<file path="src/rtl/mem_stage_if.sv">
// Data-memory req/ack bus between the MEM stage (master) and data memory (slave).
interface mem_stage_if #(
    parameter int DATA_W = 32
);
    logic              mem_req;
    logic              mem_we;
    logic [DATA_W-1:0] mem_addr;
    logic [DATA_W-1:0] mem_wdata;
    logic [3:0]        mem_be;
    logic              mem_ack;
    logic [DATA_W-1:0] mem_rdata;

    modport master (
        output mem_req, mem_we, mem_addr, mem_wdata, mem_be,
        input  mem_ack, mem_rdata
    );

    modport slave (
        input  mem_req, mem_we, mem_addr, mem_wdata, mem_be,
        output mem_ack, mem_rdata
    );
endinterface

</file>
<file path="src/rtl/mem_stage.sv">
// mem_stage: EX->WB memory-access stage with req/ack data-memory transactions and load/store lane steering.
// Optional MEM_ALIGN_CHECK_EN: misaligned LH/LHU/SH/LW/SW retire with exc_align instead of accessing memory.
module mem_stage #(
    parameter int DATA_W  = 32,
    parameter int RADDR_W = 5
) (
    input  logic               clk,
    input  logic               rst,
    input  logic               valid_EX,
    input  logic [3:0]         mem_op_EX,
    input  logic [DATA_W-1:0]  data_out_EX,
    input  logic [DATA_W-1:0]  rdata_2_EX,
    input  logic [RADDR_W-1:0] target_EX,
    input  logic               we_reg_EX,
    input  logic               we_hi,
    input  logic               we_lo,
    input  logic [DATA_W-1:0]  hi_EX,
    input  logic [DATA_W-1:0]  lo_EX,
    mem_stage_if.master        mem,
    output logic               stall_MEM,
    output logic               valid_MEM,
    output logic [DATA_W-1:0]  data_out_MEM,
    output logic [RADDR_W-1:0] target_MEM,
    output logic               we_reg_MEM,
    output logic               we_hi_MEM,
    output logic               we_lo_MEM,
    output logic [DATA_W-1:0]  hi_MEM,
    output logic [DATA_W-1:0]  lo_MEM,
    output logic               exc_align
);

    typedef enum logic {IDLE = 1'b0, BUSY = 1'b1} state_t;

    localparam logic [3:0] OP_LB  = 4'd1;
    localparam logic [3:0] OP_LBU = 4'd2;
    localparam logic [3:0] OP_LH  = 4'd3;
    localparam logic [3:0] OP_LHU = 4'd4;
    localparam logic [3:0] OP_LW  = 4'd5;
    localparam logic [3:0] OP_SB  = 4'd6;
    localparam logic [3:0] OP_SH  = 4'd7;
    localparam logic [3:0] OP_SW  = 4'd8;

    state_t             state_reg;
    logic [3:0]         op_reg;
    logic [DATA_W-1:0]  addr_reg;
    logic [DATA_W-1:0]  wdata_reg;
    logic [3:0]         be_reg;
    logic               mem_we_reg;
    logic               mem_req_reg;
    logic               stall_reg;

    // Control captured at request time, released on retire.
    logic [RADDR_W-1:0] target_cap_reg;
    logic               we_reg_cap_reg;
    logic               we_hi_cap_reg;
    logic               we_lo_cap_reg;
    logic [DATA_W-1:0]  hi_cap_reg;
    logic [DATA_W-1:0]  lo_cap_reg;

    logic               valid_reg;
    logic [DATA_W-1:0]  data_out_reg;
    logic [RADDR_W-1:0] target_reg;
    logic               we_reg_reg;
    logic               we_hi_reg;
    logic               we_lo_reg;
    logic [DATA_W-1:0]  hi_reg;
    logic [DATA_W-1:0]  lo_reg;

    logic               is_load_ex;
    logic               is_store_ex;
    logic               align_fault;
    logic [DATA_W-1:0]  wdata_next;
    logic [3:0]         be_next;
    logic [3:0]         sb_be;
    logic [DATA_W-1:0]  sb_wdata;
    logic [DATA_W-1:0]  sh_wdata;
    logic [7:0]         rd_byte [4];
    logic [7:0]         ld_byte;
    logic [15:0]        ld_half;
    logic [DATA_W-1:0]  load_result;

    assign is_load_ex  = (mem_op_EX >= OP_LB) && (mem_op_EX <= OP_LW);
    assign is_store_ex = (mem_op_EX >= OP_SB) && (mem_op_EX <= OP_SW);

    genvar gi;
    generate
        for (gi = 0; gi < 4; gi++) begin : g_lane
            assign sb_be[gi]           = (data_out_EX[1:0] == 2'(gi));
            assign sb_wdata[8*gi +: 8] = rdata_2_EX[7:0];
            assign sh_wdata[8*gi +: 8] = rdata_2_EX[8*(gi%2) +: 8];
            assign rd_byte[gi]         = mem.mem_rdata[8*gi +: 8];
        end
    endgenerate

    always_comb begin
        wdata_next = rdata_2_EX;
        be_next    = 4'hF;
        case (mem_op_EX)
            OP_SB: begin
                wdata_next = sb_wdata;
                be_next    = sb_be;
            end
            OP_SH: begin
                wdata_next = sh_wdata;
                be_next    = data_out_EX[1] ? 4'b1100 : 4'b0011;
            end
            default: ;
        endcase
    end

    // Lane selection uses the captured address so rdata is steered in the ack cycle.
    assign ld_byte = rd_byte[addr_reg[1:0]];
    assign ld_half = addr_reg[1] ? mem.mem_rdata[31:16] : mem.mem_rdata[15:0];

    always_comb begin
        load_result = mem.mem_rdata;
        case (op_reg)
            OP_LB:   load_result = {{(DATA_W-8){ld_byte[7]}}, ld_byte};
            OP_LBU:  load_result = {{(DATA_W-8){1'b0}}, ld_byte};
            OP_LH:   load_result = {{(DATA_W-16){ld_half[15]}}, ld_half};
            OP_LHU:  load_result = {{(DATA_W-16){1'b0}}, ld_half};
            default: ;
        endcase
    end

`ifdef MEM_ALIGN_CHECK_EN
    logic exc_reg;

    assign align_fault =
        (((mem_op_EX == OP_LH) || (mem_op_EX == OP_LHU) || (mem_op_EX == OP_SH)) && data_out_EX[0]) ||
        (((mem_op_EX == OP_LW) || (mem_op_EX == OP_SW)) && (data_out_EX[1:0] != 2'b00));

    always_ff @(posedge clk) begin
        if (!rst) begin
            exc_reg <= 1'b0;
        end else begin
            exc_reg <= (state_reg == IDLE) && valid_EX && align_fault;
        end
    end

    assign exc_align = exc_reg;
`else
    assign align_fault = 1'b0;
    assign exc_align   = 1'b0;
`endif

    always_ff @(posedge clk) begin
        if (!rst) begin
            state_reg      <= IDLE;
            op_reg         <= 4'd0;
            addr_reg       <= '0;
            wdata_reg      <= '0;
            be_reg         <= 4'd0;
            mem_we_reg     <= 1'b0;
            mem_req_reg    <= 1'b0;
            stall_reg      <= 1'b0;
            target_cap_reg <= '0;
            we_reg_cap_reg <= 1'b0;
            we_hi_cap_reg  <= 1'b0;
            we_lo_cap_reg  <= 1'b0;
            hi_cap_reg     <= '0;
            lo_cap_reg     <= '0;
            valid_reg      <= 1'b0;
            data_out_reg   <= '0;
            target_reg     <= '0;
            we_reg_reg     <= 1'b0;
            we_hi_reg      <= 1'b0;
            we_lo_reg      <= 1'b0;
            hi_reg         <= '0;
            lo_reg         <= '0;
        end else begin
            // Write enables are only ever high together with the valid pulse.
            valid_reg  <= 1'b0;
            we_reg_reg <= 1'b0;
            we_hi_reg  <= 1'b0;
            we_lo_reg  <= 1'b0;
            case (state_reg)
                IDLE: begin
                    if (valid_EX) begin
                        if ((is_load_ex || is_store_ex) && !align_fault) begin
                            state_reg      <= BUSY;
                            op_reg         <= mem_op_EX;
                            addr_reg       <= data_out_EX;
                            wdata_reg      <= wdata_next;
                            be_reg         <= be_next;
                            mem_we_reg     <= is_store_ex;
                            mem_req_reg    <= 1'b1;
                            stall_reg      <= 1'b1;
                            target_cap_reg <= target_EX;
                            we_reg_cap_reg <= we_reg_EX && is_load_ex;
                            we_hi_cap_reg  <= we_hi;
                            we_lo_cap_reg  <= we_lo;
                            hi_cap_reg     <= hi_EX;
                            lo_cap_reg     <= lo_EX;
                        end else begin
                            valid_reg    <= 1'b1;
                            data_out_reg <= data_out_EX;
                            target_reg   <= target_EX;
                            we_reg_reg   <= we_reg_EX && !align_fault;
                            we_hi_reg    <= we_hi;
                            we_lo_reg    <= we_lo;
                            hi_reg       <= hi_EX;
                            lo_reg       <= lo_EX;
                        end
                    end
                end
                BUSY: begin
                    if (mem.mem_ack) begin
                        state_reg    <= IDLE;
                        mem_req_reg  <= 1'b0;
                        stall_reg    <= 1'b0;
                        valid_reg    <= 1'b1;
                        data_out_reg <= mem_we_reg ? addr_reg : load_result;
                        target_reg   <= target_cap_reg;
                        we_reg_reg   <= we_reg_cap_reg;
                        we_hi_reg    <= we_hi_cap_reg;
                        we_lo_reg    <= we_lo_cap_reg;
                        hi_reg       <= hi_cap_reg;
                        lo_reg       <= lo_cap_reg;
                    end
                end
                default: state_reg <= IDLE;
            endcase
        end
    end

    assign mem.mem_req   = mem_req_reg;
    assign mem.mem_we    = mem_we_reg;
    assign mem.mem_addr  = {addr_reg[DATA_W-1:2], 2'b00};
    assign mem.mem_wdata = wdata_reg;
    assign mem.mem_be    = be_reg;

    assign stall_MEM    = stall_reg;
    assign valid_MEM    = valid_reg;
    assign data_out_MEM = data_out_reg;
    assign target_MEM   = target_reg;
    assign we_reg_MEM   = we_reg_reg;
    assign we_hi_MEM    = we_hi_reg;
    assign we_lo_MEM    = we_lo_reg;
    assign hi_MEM       = hi_reg;
    assign lo_MEM       = lo_reg;

endmodule
</file>
<file path="src/flat_wrapper.sv">
// flat-port wrapper written by rule: the top's interface ports become plain ports
module mem_stage_flat 
#(
    parameter int DATA_W  = 32,
    parameter int RADDR_W = 5
)
  (clk, rst, valid_EX, mem_op_EX, data_out_EX, rdata_2_EX, target_EX, we_reg_EX, we_hi, we_lo, hi_EX, lo_EX, stall_MEM, valid_MEM, data_out_MEM, target_MEM, we_reg_MEM, we_hi_MEM, we_lo_MEM, hi_MEM, lo_MEM, exc_align, mem_mem_req, mem_mem_we, mem_mem_addr, mem_mem_wdata, mem_mem_be, mem_mem_ack, mem_mem_rdata);
  mem_stage_if #(.DATA_W(DATA_W)) mem_i ();
  input  logic clk;
  input  logic rst;
  input  logic valid_EX;
  input  logic [3:0] mem_op_EX;
  input  logic [DATA_W-1:0] data_out_EX;
  input  logic [DATA_W-1:0] rdata_2_EX;
  input  logic [RADDR_W-1:0] target_EX;
  input  logic we_reg_EX;
  input  logic we_hi;
  input  logic we_lo;
  input  logic [DATA_W-1:0] hi_EX;
  input  logic [DATA_W-1:0] lo_EX;
  output logic stall_MEM;
  output logic valid_MEM;
  output logic [DATA_W-1:0] data_out_MEM;
  output logic [RADDR_W-1:0] target_MEM;
  output logic we_reg_MEM;
  output logic we_hi_MEM;
  output logic we_lo_MEM;
  output logic [DATA_W-1:0] hi_MEM;
  output logic [DATA_W-1:0] lo_MEM;
  output logic exc_align;
  output wire logic [$bits(mem_i.mem_req)-1:0] mem_mem_req;
  output wire logic [$bits(mem_i.mem_we)-1:0] mem_mem_we;
  output wire logic [$bits(mem_i.mem_addr)-1:0] mem_mem_addr;
  output wire logic [$bits(mem_i.mem_wdata)-1:0] mem_mem_wdata;
  output wire logic [$bits(mem_i.mem_be)-1:0] mem_mem_be;
  input wire logic [$bits(mem_i.mem_ack)-1:0] mem_mem_ack;
  input wire logic [$bits(mem_i.mem_rdata)-1:0] mem_mem_rdata;
  assign mem_mem_req = mem_i.mem_req;
  assign mem_mem_we = mem_i.mem_we;
  assign mem_mem_addr = mem_i.mem_addr;
  assign mem_mem_wdata = mem_i.mem_wdata;
  assign mem_mem_be = mem_i.mem_be;
  assign mem_i.mem_ack = mem_mem_ack;
  assign mem_i.mem_rdata = mem_mem_rdata;
  mem_stage #(.DATA_W(DATA_W), .RADDR_W(RADDR_W)) u_core (.clk(clk), .rst(rst), .valid_EX(valid_EX), .mem_op_EX(mem_op_EX), .data_out_EX(data_out_EX), .rdata_2_EX(rdata_2_EX), .target_EX(target_EX), .we_reg_EX(we_reg_EX), .we_hi(we_hi), .we_lo(we_lo), .hi_EX(hi_EX), .lo_EX(lo_EX), .mem(mem_i), .stall_MEM(stall_MEM), .valid_MEM(valid_MEM), .data_out_MEM(data_out_MEM), .target_MEM(target_MEM), .we_reg_MEM(we_reg_MEM), .we_hi_MEM(we_hi_MEM), .we_lo_MEM(we_lo_MEM), .hi_MEM(hi_MEM), .lo_MEM(lo_MEM), .exc_align(exc_align));
endmodule
</file>
<file path="config.mk">
export PLATFORM = sky130hd
export DESIGN_NAME = mem_stage_flat
export DESIGN_NICKNAME = d
export VERILOG_FILES = /design/src/rtl/mem_stage_if.sv /design/src/rtl/mem_stage.sv /design/src/flat_wrapper.sv
export SDC_FILE = /design/constraint.sdc
export NUM_CORES = 1
export LEC_CHECK = 0
export BUFFER_PORTS_ARGS = -buffer_cell sky130_fd_sc_hd__buf_2
export CAP_MARGIN = 40
export CORE_MARGIN = 2
export CORE_UTILIZATION = 57
export CTS_BUF_LIST = sky130_fd_sc_hd__clkbuf_4
export DETAILED_ROUTE_END_ITERATION = 16
export PLACE_DENSITY = 0.92
export SLEW_MARGIN = 20
export SYNTH_ARGS = -nofsm -noshare
export SYNTH_HDL_FRONTEND = slang
export SYNTH_SLANG_ARGS = --single-unit
</file>
<file path="constraint.sdc">
create_clock -name clk -period 4.6 [get_ports clk]
set_clock_uncertainty 0.05 [all_clocks]
set_input_delay 0.69 -clock clk [delete_from_list [all_inputs] [get_ports clk]]
set_output_delay 0.69 -clock clk [all_outputs]
set_load 0.005 [all_outputs]
</file>
* Word level (Yosys, flattened, before mapping)
Cells that the tools add are included.
** Operators by class
- $add $sub $neg :: 0
- $mul :: 0
- Divide/modulo/power cells :: 0
- $lt $le $gt $ge :: 5
- Eq/ne operators :: 13
- Shift operators :: 0
- Mux-type cells :: 49
- Bitwise operators :: 2
- Reductions and logical operators :: 8
** Operator list (count)
- 32-bit two-way mux :: 10
- 32-bit one-hot mux with 2 select lines :: 4
- 32-bit one-hot mux with 4 select lines :: 1
- 1-bit two-way mux :: 18
- 8-bit binary-select mux with 2-bit select :: 1
- 16-bit two-way mux :: 1
- 8-bit two-way mux :: 2
- 5-bit two-way mux :: 3
- 4-bit by 3-bit == test with 1-bit output, second input constant :: 3
- 1-bit one-hot mux with 2 select lines :: 6
- 5-bit one-hot mux with 2 select lines :: 1
- 3-bit AND reduction :: 3
- 4-bit by 2-bit == test with 1-bit output, second input constant :: 2
- 4-bit one-hot mux with 2 select lines :: 1
- 2-bit != test, second input constant :: 3
- 2-bit == test, second input constant :: 2
- 4-bit by 1-bit == test with 1-bit output, second input constant :: 1
- 4-bit by 1-bit >= comparator with 1-bit output, second input constant :: 1
- 4-bit by 3-bit >= comparator with 1-bit output, second input constant :: 1
- 4-bit by 3-bit less-or-equal comparator with 1-bit output, second input constant :: 1
- 4-bit less-or-equal comparator, second input constant :: 1
- 4-bit two-way mux :: 1
- 3-bit >= comparator, second input constant :: 1
- 1-bit logical AND :: 3
- 6 further kinds :: 6
** Storage, ports and cells
- Flip-flop bits (word level) :: 252
- Bits in latches :: 0
- Memory bits (writable) :: 0
- Memory bits (read-only) :: 0
- Bits of input ports :: 176
- Output and inout port bits :: 177
- Memories kept :: 0

* Depth between registers and ports, before layout
- Depth in word-level cells :: 8
- Mapped depth :: 9
- Depth with buffers taken out :: 5

* Least setup slack after synthesis
OpenSTA, ideal clock, no wires.
- Path kind :: input -> register
- Start :: input mem_op_EX[0]
- End :: register u_core.hi_reg[0] (netlist: u_core.hi_MEM[0])
- Data arrival time :: 2.309 ns
- Setup slack :: 2.107 ns
- Cell stages on the path :: 8
- Cell sequence :: buf_2 -> or4_4 -> a21oi_4 -> nand2b_1 -> buf_2 -> buf_2 -> buf_2 -> a211oi_1
** On the way
- Longest elaborated chain between the ends :: 5
- Elaborated cells on any way between the ends :: 9
- Classes of those cells :: order compare (4); eq/ne (1); reduce/logical (4)
** Ends and longest elaborated chain
- from (decl) :: line flat_wrapper.sv:12 : input logic [3:0] mem_op_EX;
- 4-bit by 1-bit >= comparator with 1-bit output, or another cell as far along :: line mem_stage.sv:82 : assign is_load_ex = (mem_op_EX >= OP_LB) && (mem_op_EX <= OP_LW);
- 1-bit logical AND (on tied branches) :: line mem_stage.sv:82, mem_stage.sv:83
- 1-bit logical OR * :: line mem_stage.sv:180 : if ((is_load_ex || is_store_ex) && !align_fault) begin
- 2-bit != test (no line) *
- 3-bit AND reduction (no line) *
- to (signal assigned) :: line mem_stage.sv:202 : hi_reg <= hi_EX;
- to (signal assigned) :: line mem_stage.sv:218 : hi_reg <= hi_cap_reg;
- to (decl) :: line mem_stage.sv:66 : logic [DATA_W-1:0] hi_reg;
Mark *: on every way between the ends. The rest lies on a longest branch, timed or not.
A chain may end at the register's enable or synchronous reset.

* Final worst setup path
- Start :: input mem_op_EX[0]
- End :: register u_core.lo_cap_reg[28]
** On the way
- Longest elaborated chain between the ends :: 4
- Elaborated cells on any way between the ends :: 8
- Classes of those cells :: order compare (4); reduce/logical (4)
** Ends and longest elaborated chain
- 4-bit by 1-bit >= comparator with 1-bit output, or another cell as far along :: line mem_stage.sv:82
- 1-bit logical AND (on tied branches) :: line mem_stage.sv:82, mem_stage.sv:83
- 1-bit logical OR * :: line mem_stage.sv:180
- 3-bit AND reduction (no line) *
- to (signal assigned) :: line mem_stage.sv:194 : lo_cap_reg <= lo_EX;
- to (decl) :: line mem_stage.sv:58 : logic [DATA_W-1:0] lo_cap_reg;
Marks and branches as above.

==> results.sh <==
export IMPL_path_buf_inv=2
export IMPL_fp_coreArea_um2=19600
export IMPL_hold_viol=0
export IMPL_area_growth_pct=21.2
export IMPL_seqPwrFrac=0.470
export IMPL_finalSetupViolCount=0
export IMPL_drtIter0Drc=959
export IMPL_wl_met2_mm=16.4
export IMPL_drc=0
export IMPL_timing_hold_ws_ns=0.233
export IMPL_power_frac_comb=0.167
export IMPL_cts_tree="built"
export IMPL_postCtsSetupBuffers=0
export IMPL_cp_max_fo=59
export IMPL_switching_share=0.295
export IMPL_num_vias=11600
export IMPL_cap_violations=0
export IMPL_grt_overflow_total=0
export IMPL_synth_edf_count=0
export IMPL_drt_pass1_iter_count=8
export IMPL_p_sw_mw=1.54
export IMPL_path_cells="buf_2, o31ai_1, and3_4, buf_4, nand2_1, a21oi_1"
export IMPL_initial_core_util=0.585
export IMPL_finalCritPeriodShare=0.594
export IMPL_postRouteAntennaNets=0
export IMPL_ir_worst_vdd_mv=0.265
export IMPL_cts_resized=0
export IMPL_cts_buffer_depth=3
export IMPL_cp_start_kind="primary input"
export IMPL_highest_layer="met4"
export IMPL_hold_buffers=0
export IMPL_path_class="in2reg"
export IMPL_synth_seq_cells=252
export IMPL_fin_crit_ns=2.73
export IMPL_fmax_mhz=366
export IMPL_grt_pass1_wl_mm=54.3
export IMPL_wl_met3_mm=3.43
export IMPL_cp_arrival_ns=3.24
export IMPL_path_clk_slew_ns=0.06
export IMPL_status="finished, final reports clean"
export IMPL_cts_root_buf="clkbuf_4"
export IMPL_yosysUniqueCellTypes=46
export IMPL_setup_tns_ns=0
export IMPL_yosysSeqAreaShare=0.440
export IMPL_netlist_area_um2=11500
export IMPL_drv_slew=0
export IMPL_holdCritPathClass="in2reg"
export IMPL_antenna_found_initial=5
export IMPL_grt_max_degree=110
export IMPL_worst_setup_path_end_kind="flop"
export IMPL_crit_slowest_cell="and3_4"
export IMPL_total_leakage_power_nw=5.81
export IMPL_drive_above_1_share=0.275
export IMPL_grt_pass1_vias=11000
export IMPL_slowest_delay_ns=0.76
export IMPL_die_w_um=146
export IMPL_tightest_slew_ns=0.843
export IMPL_ys_flop_type="dfxtp_1"
export IMPL_numCtsBuffers=67
export IMPL_port_buffers=349
export IMPL_grtUsageTotal=0.310
export IMPL_required_ns=5.10
export IMPL_place_hpwl_mm=23.5
export IMPL_die_h_um=146
export IMPL_rsz0062_at_grt="false"
export IMPL_vias_per_cell=5.72
export IMPL_async_reset_ff_frac=0
export IMPL_core_rowCount=51
export IMPL_crit_family="compound AO/OA/AOI/OAI gates"
export IMPL_fp_dieArea_um2=21300
export IMPL_p_int_mw=3.67
export IMPL_wl_per_cell_um=17.1
export IMPL_post_place_ws_ns=1.25
export IMPL_cts_htree_levels=3
export IMPL_final_nets=1882
export IMPL_synth_cells=1424
export IMPL_drt_met1_wl_mm=13.1
export IMPL_p_total_mw=5.21
export IMPL_setup_slack_ns=1.87
export IMPL_synth_warning_count=0
export IMPL_io_pins=353
export IMPL_cts_num_sinks=252
export IMPL_place_gp_congestion=0.897
export IMPL_insertion_delay_ns=0.65
export IMPL_slew_limit_headroom=0.437
export IMPL_power_density_nw_per_um2=375
export IMPL_wl_mm=34.5
export IMPL_syn_avg_cell_area_um2=8.05
export IMPL_pwr_share_clk=0.364
-- metrics by stage --
step	instance area, um^2	util	instances
after global placement	13000	0.661	1896
final	13900	0.709	2023
after floorplan	11500	-	1426
after global routing	13900	0.709	2021
after CTS	13800	0.707	2016
after detailed placement	13000	0.665	1901
-- cells in the mapped netlist (7+ instances only) --
master,count,area [um^2]
nand3b_1,8,60.1
buf_1,7,26.3
nor2_1,125,469
o211ai_1,28,210
nor3_1,10,50.1
o22ai_1,7,43.8
a211oi_1,86,646
clkbuf_1,85,319
a21oi_1,141,706
mux2i_1,104,1040
or3_1,7,43.8
nand2b_1,12,75.1
nand2_1,313,1170
buf_4,35,263
a31oi_1,25,156
o21ai_0,72,360
buf_2,26,130
a21o_1,18,135
dfxtp_1,252,5040
nand3_1,7,35.0
-- cell type report --
cell class                 instances  area, um^2
multi-input combinational       1012        5640
antenna                            6        15.0
inverter                           4        20.0
tap                              265         332
fill                            1515        5710
clock inverter                    26         146
sequential                       252        5050
timing repair buffer             369        2020
clock buffer                      89         668
-- cells by family after synthesis --
| kind of cell | count (synthesis) | share of synthesized area |
|---|---|---|
| flip-flops | 252 | 0.440 |
| buffers and inverters | 162 | 0.0707 |
| other | 1 | 0.000327 |
| XOR/XNOR | 1 | 0.000765 |
| multiplexers | 105 | 0.0928 |
| AO/OA/AOI/OAI | 404 | 0.218 |
| AND/OR/NAND/NOR | 499 | 0.177 |
-- worst register-to-register path: cells and delay by family (launching register included) --
kind                   cells  cell delay [ns]
and+or+nand+nor            3             1.13
buffers and inverters      2             0.72
DFF                        1             0.45
AOI/OAI and AO/OA          1             0.16
-- worst paths after layout --
| check | startpoint | cells past startpoint | slack [ns] | endpoint |
|---|---|---|---|---|
| min reg2reg | u_core.mem.mem_wdata[30] | 2 | 0.40 | u_core.mem.mem_wdata[30] |
| max reg2reg | u_core.state_reg | 6 | 2.01 | u_core.lo_cap_reg[28] |
| max | mem_op_EX[0] | 6 | 1.87 | u_core.lo_cap_reg[28] |
| min | hi_EX[15] | 3 | 0.23 | u_core.hi_cap_reg[15] |
-- power groups by stage --
stage          combinational [mW]  clock [mW]  sequential (mW)
2_1_floorplan               0.525           0             2.47
3_3_place_gp                0.813           0             2.49
3_5_place_dp                0.848           0             2.50
6_report                    0.868        1.89             2.44
5_1_grt                     0.955        2.04             2.46
4_1_cts                     0.852        1.93             2.45
-- metal layers --
| metal | global-route usage | up-vias |
|---|---|---|
| met5 | 0 | - |
| met4 | 0.167 | 0 |
| met3 | 0.0853 | 113 |
| met2 | 0.509 | 636 |
| met1 | 0.368 | 5293 |
| li1 | - | 5533 |
-- cells in the final DEF (no fill, tap or decap), drive strengths merged, types with 3 or more instances in the layout --
master	count
a211o	6
a211oi	86
a21o	18
a21oi	142
a22oi	3
a311oi	4
a31oi	25
buf	369
clkbuf	89
clkinv	20
clkinvlp	4
conb	3
dfxtp	252
diode	6
inv	5
mux2i	104
nand2	313
nand2b	12
nand3	7
nand3b	8
nor2	125
nor2b	6
nor3	11
o211ai	28
o21ai	72
o22ai	7
o41ai	3
or3	7
Power figures use the tool's default switching activity.
